==> src/rtl/led_pattern_monitor.sv <==
// led_pattern_monitor: decodes which LED pattern mode is running and reports lock/mode-change/glitch
module led_pattern_monitor #(
   parameter int LOCK_CNT = 4,
   parameter int CNT_W    = 3
) (
   input  logic       div_clk_out,
   input  logic       rst,
   input  logic [3:0] led_in,
   output logic [1:0] det_mode,
   output logic       locked,
   output logic       mode_change,
   output logic       glitch_err
);

   typedef enum logic [1:0] {IDLE, HUNT, CONFIRM, LOCKED} state_t;

   localparam logic [CNT_W-1:0] LOCK_MAX = CNT_W'(LOCK_CNT);
   localparam logic [CNT_W-1:0] CNT_ONE  = CNT_W'(1);

   state_t           state, state_nxt;
   logic [3:0]       prev;
   logic [CNT_W-1:0] cnt, cnt_nxt, cnt_inc;
   logic [1:0]       cand, cand_nxt, det_nxt;
   logic             locked_nxt, mc_nxt, ge_nxt, first_lock, first_nxt;
   logic [3:0]       rot_r, rot_l;
   logic             c00, c01, c10, c11, is_amb, is_valid;
   logic [1:0]       cls;
   logic             lock_entry, lock_drop;

   assign cnt_inc = cnt + CNT_ONE;

   // classify the (prev, led_in) pair into a pattern class, ambiguous or mismatch
   always_comb begin
      rot_r    = {prev[0], prev[3:1]};
      rot_l    = {prev[2:0], prev[3]};
      c00      = (prev == 4'b0000) && (led_in == 4'b0000);
      c11      = (prev == 4'b0001) && (led_in == 4'b0001);
      c01      = (led_in == rot_r) && (led_in != rot_l) && (led_in != prev);
      c10      = (led_in == rot_l) && (led_in != rot_r) && (led_in != prev);
      is_amb   = (led_in == rot_r) && (led_in == rot_l) && (led_in != prev);
      is_valid = c00 | c01 | c10 | c11;
      cls      = c11 ? 2'b11 : c10 ? 2'b10 : c01 ? 2'b01 : 2'b00;
   end

   // state register plus all registered outputs; prev follows the bus every edge
   always_ff @(posedge div_clk_out or posedge rst) begin
      if (rst) begin
         state       <= IDLE;
         prev        <= 4'b0000;
         cnt         <= '0;
         cand        <= 2'b00;
         det_mode    <= 2'b00;
         locked      <= 1'b0;
         mode_change <= 1'b0;
         glitch_err  <= 1'b0;
         first_lock  <= 1'b1;
      end else begin
         state       <= state_nxt;
         prev        <= led_in;
         cnt         <= cnt_nxt;
         cand        <= cand_nxt;
         det_mode    <= det_nxt;
         locked      <= locked_nxt;
         mode_change <= mc_nxt;
         glitch_err  <= ge_nxt;
         first_lock  <= first_nxt;
      end
   end

   // next-state: hunt for a valid class, confirm it LOCK_CNT times, then watch for breaks
   always_comb begin
      state_nxt = state;
      cnt_nxt   = cnt;
      cand_nxt  = cand;
      case (state)
         IDLE: state_nxt = HUNT;
         HUNT: begin
            if (is_valid) begin
               cand_nxt  = cls;
               cnt_nxt   = CNT_ONE;
               state_nxt = CONFIRM;
            end
         end
         CONFIRM: begin
            if (is_valid && cls == cand) begin
               cnt_nxt   = cnt_inc;
               state_nxt = (cnt_inc == LOCK_MAX) ? LOCKED : CONFIRM;
            end else if (is_amb && (cand[1] ^ cand[0])) begin
               cnt_nxt = cnt;
            end else if (is_valid) begin
               cand_nxt = cls;
               cnt_nxt  = CNT_ONE;
            end else begin
               cnt_nxt   = '0;
               state_nxt = HUNT;
            end
         end
         LOCKED: begin
            if ((is_valid && cls == det_mode) || (is_amb && (det_mode[1] ^ det_mode[0]))) begin
               state_nxt = LOCKED;
            end else if (is_valid) begin
               cand_nxt  = cls;
               cnt_nxt   = CNT_ONE;
               state_nxt = CONFIRM;
            end else begin
               cnt_nxt   = '0;
               state_nxt = HUNT;
            end
         end
      endcase
   end

   // outputs: lock entry/drop edges drive det_mode, locked and the one-cycle pulses
   always_comb begin
      lock_entry = (state == CONFIRM) && (state_nxt == LOCKED);
      lock_drop  = (state == LOCKED) && (state_nxt != LOCKED);
      det_nxt    = lock_entry ? cand : det_mode;
      locked_nxt = lock_entry ? 1'b1 : lock_drop ? 1'b0 : locked;
      mc_nxt     = lock_entry && (first_lock || cand != det_mode);
      ge_nxt     = lock_drop;
      first_nxt  = lock_entry ? 1'b0 : first_lock;
   end

endmodule
==> config.mk <==
export PLATFORM = sky130hd
export DESIGN_NAME = led_pattern_monitor
export DESIGN_NICKNAME = d
export VERILOG_FILES = /design/src/rtl/led_pattern_monitor.sv
export SDC_FILE = /design/constraint.sdc
export NUM_CORES = 1
export LEC_CHECK = 0
export ABC_CLOCK_PERIOD_IN_PS = 2400
export CORE_MARGIN = 2
export CORE_UTILIZATION = 30
export DETAILED_ROUTE_END_ITERATION = 10
export GPL_TIMING_DRIVEN = 0
export PLACE_DENSITY = 0.54
export SLEW_MARGIN = 20
export SYNTH_ARGS = -nofsm -noshare
export SYNTH_HDL_FRONTEND = slang
export SYNTH_SLANG_ARGS = --single-unit
==> constraint.sdc <==
create_clock -name div_clk_out -period 2.4 [get_ports div_clk_out]
set_clock_uncertainty 0.05 [all_clocks]
set_input_delay 0.24 -clock div_clk_out [delete_from_list [all_inputs] [get_ports div_clk_out]]
set_output_delay 0.24 -clock div_clk_out [all_outputs]
set_load 0.01 [all_outputs]
==> out/results.ini <==
[outcome]
outcome = complete, but fails checks
violations = setup timing

[synth]
syn-num-nets = 127
ys_types = 47
synth_largest_area_cell = dfrtp_1
synth_area_sq_mm = 0.00117
synth-main-ff-cell = dfrtp_1
ys_warn_count = 0
synth_edf_count = 0
yosysTopAreaCellShare_pct = 34.3
synth_common_cells = dfrtp_1 (16), inv_1 (8), nand2_1 (8), xnor2_1 (8), xor2_1 (7)
seq_area_frac_synth_pct = 36.5
ys_seq_elements = 17
synth_most_common_cell = dfrtp_1
async_reset_ff_share_pct = 100
synthTopCellsByArea = dfrtp_1 (34%), xnor2_1 (6.0%), xor2_1 (5.2%), o21ai_0 (2.6%), inv_1 (2.6%)
avgSynthCellArea_sq_um = 9.82
postSynthCellCount = 119

[critical_path]
critPathLaunchType = flop
startpoint = prev[2]
reg2regPathDepth = 8
critPathCaptureType = flop
endpoint = det_mode[0]
timing.rr.end = det_mode[0]
reg2reg_setup_slack_ps = -3
critPathRequiredTime_ps = 2490
cp.arrival_ps = 2490
path_max_fanout = 7
worstReg2RegStart = prev[2]
criticalPathCategory = reg -> reg

[clock_network]
clockRootBuffer = clkbuf_8
clkTransAtPathRegs_ps = 70
cts_tree = yes
clk_latency_ps = 250
cts_max_level = 1
cts_hold_buf = 0
clk_path_buf_depth = 2
cts_sinks = 17
cts_made_buffers = 3

[sta]
setup_viol = 1
layout_setup_ws_ps = -2.96
hold_viol = 0
tightest_slew_ps = 641
clock.fmax_mhz = 416
rsz0062_at_grt = yes
slew_headroom_pct = 57.2
timing.hold.ws_ps = 202
fin_crit_sh_pct = 100
min_period_ps = 2400
finalSetupTns_ps = -2.96
slew_viol_final = 0

[power_and_ir_drop]
ir_drop_uv = 199
cellLeakagePower_nw = 0.744
p_per_area_mw_per_mm2 = 448

[finish]
area_delta_synth_final_pct = 44.8
drive_gt1_share_pct = 40.4
insertedDiodeCount = 0
fillers = 341
fin_nets = 165

[routing]
viasPerCell = 5.02
ant_nets = 0
num_vias = 1025
firstDrtPassIters = 4
wl_met1_microns = 1140
drcViolationCount = 0
routed_wirelength_microns = 2780
top_layer = met4
dr_wl_met2_microns = 1490
dr_wl_met3_microns = 59
wl_per_cell_microns = 13.6
drt_iter0_drc = 37

[global_routing]
grt_max_degree = 18
grt_pass1_vias = 1045
grtUsageTotal_pct = 13.8
grt_pass1_wl_microns = 4640
antenna_found_initial = 0
grt_overflow = 0

[place]
gp_congestion = 0.729
hpwl_microns = 1780
port_buffers = 10

[floorplan]
die_h_microns = 66.4
die_area_sq_mm = 0.00441
core-area_sq_mm = 0.00372
num_rows = 22
initial_core_util_pct = 31.4
boundaryPins = 11
chipWidth_microns = 66.4

[job]
cap_viol_max_count = 0

[min_path]
hold_class = in -> reg

cells in the final DEF, fill, tap and decap left out, drive strengths merged, types with 2 or more instances in the layout:
| cell | instances |
|---|---|
| a21oi | 3 |
| buf | 28 |
| clkbuf | 6 |
| clkdlybuf4s50 | 6 |
| dfrtp | 16 |
| dlygate4sd2 | 4 |
| ha | 2 |
| inv | 8 |
| mux2 | 4 |
| mux2i | 2 |
| nand2 | 8 |
| nand2b | 2 |
| nand3 | 3 |
| nand4 | 3 |
| nor2 | 3 |
| nor2b | 3 |
| nor3 | 6 |
| nor4 | 2 |
| o21ai | 7 |
| o2bb2ai | 3 |
| o31a | 2 |
| or4 | 2 |
| xnor2 | 8 |
| xor2 | 7 |
routing by layer:
layer  GRT usage, %  up-vias
met5              0        -
met1           16.1      496
met4           7.14        0
met2           24.0       21
met3           2.21       10
li1               -      498
where the power goes:
part / internal [mW] / switching [mW]
combinational: 0.112 / 0.0936
clock: 0.118 / 0.0982
sequential: 0.308 / 0.0287
total: 0.537 / 0.220
sequential cells by signal, summed over array words and instances (netlist names):
| register | flops |
|---|---|
| cand | 2 |
| cnt | 3 |
| det_mode | 2 |
| first_lock | 1 |
| glitch_err | 1 |
| locked | 1 |
| mode_change | 1 |
| prev | 4 |
| state | 2 |
worst max-delay path, stage by stage (launching register included):
cell      delay, ps
dfrtp_2         470
xor2_2          180
nor4_4          410
and2_1          200
buf_6           130
nand3b_1        130
nor2b_4         170
nor3_4          220
mux2_4          330
worst min-delay path by stage:
stage	startpoint	to	slack (ps)	depth (start not counted)
after floorplan	rst	cand[0]	120	1
after global placement	cnt[2]	cnt[2]	420	1
after detailed placement	cnt[2]	cnt[2]	420	1
after CTS	led_in[2]	prev[2]	200	1
after global routing	led_in[0]	prev[0]	210	1
final	led_in[2]	prev[2]	200	1
through the flow:
stage               instance area [sq um]  power [mW]  worst slack (ps)  util [%]  cells
finish                               1690       0.758             -2.96      45.5    204
global route                         1690       0.799             -86.4      45.5    204
CTS                                  1620       0.744            -0.186      43.5    202
detailed placement                   1330       0.484              -577      35.8    177
global placement                     1330       0.477              -513      35.8    177
floorplan                            1170       0.440              28.8         -    119
what timing repair did:
| item | CTS | global route |
|---|---|---|
| pin swaps | 12 | 8 |
| gates resized for setup | 26 | 11 |
| setup buffers | 21 | 2 |
| endpoints found under the setup margin | 9 | 9 |
logic make-up (layout without fill, tap and decap cells):
family                   Yosys count  count (layout)  share of synthesized area, %
AO/OA/AOI/OAI                     25              25                          16.6
flip-flops                        17              17                          36.5
XOR/XNOR                          15              15                          11.2
buffers and inverters             15              52                          6.42
AND/OR/NAND/NOR                   39              39                          21.2
adder cells (fa/ha/maj)            2               2                          2.14
multiplexers                       6               6                          5.89
layout make-up:
cell class	count	area [sq um]	area share, %
buffer	7	53.8	3.18
clock buffer	4	45.0	2.66
inverter	8	30.0	1.78
multi-input combinational	87	802	47.4
sequential	17	429	25.4
tap	48	60.1	3.55
timing repair buffer	33	272	16.1
No activity file was read; power rests on OpenSTA's default activity.
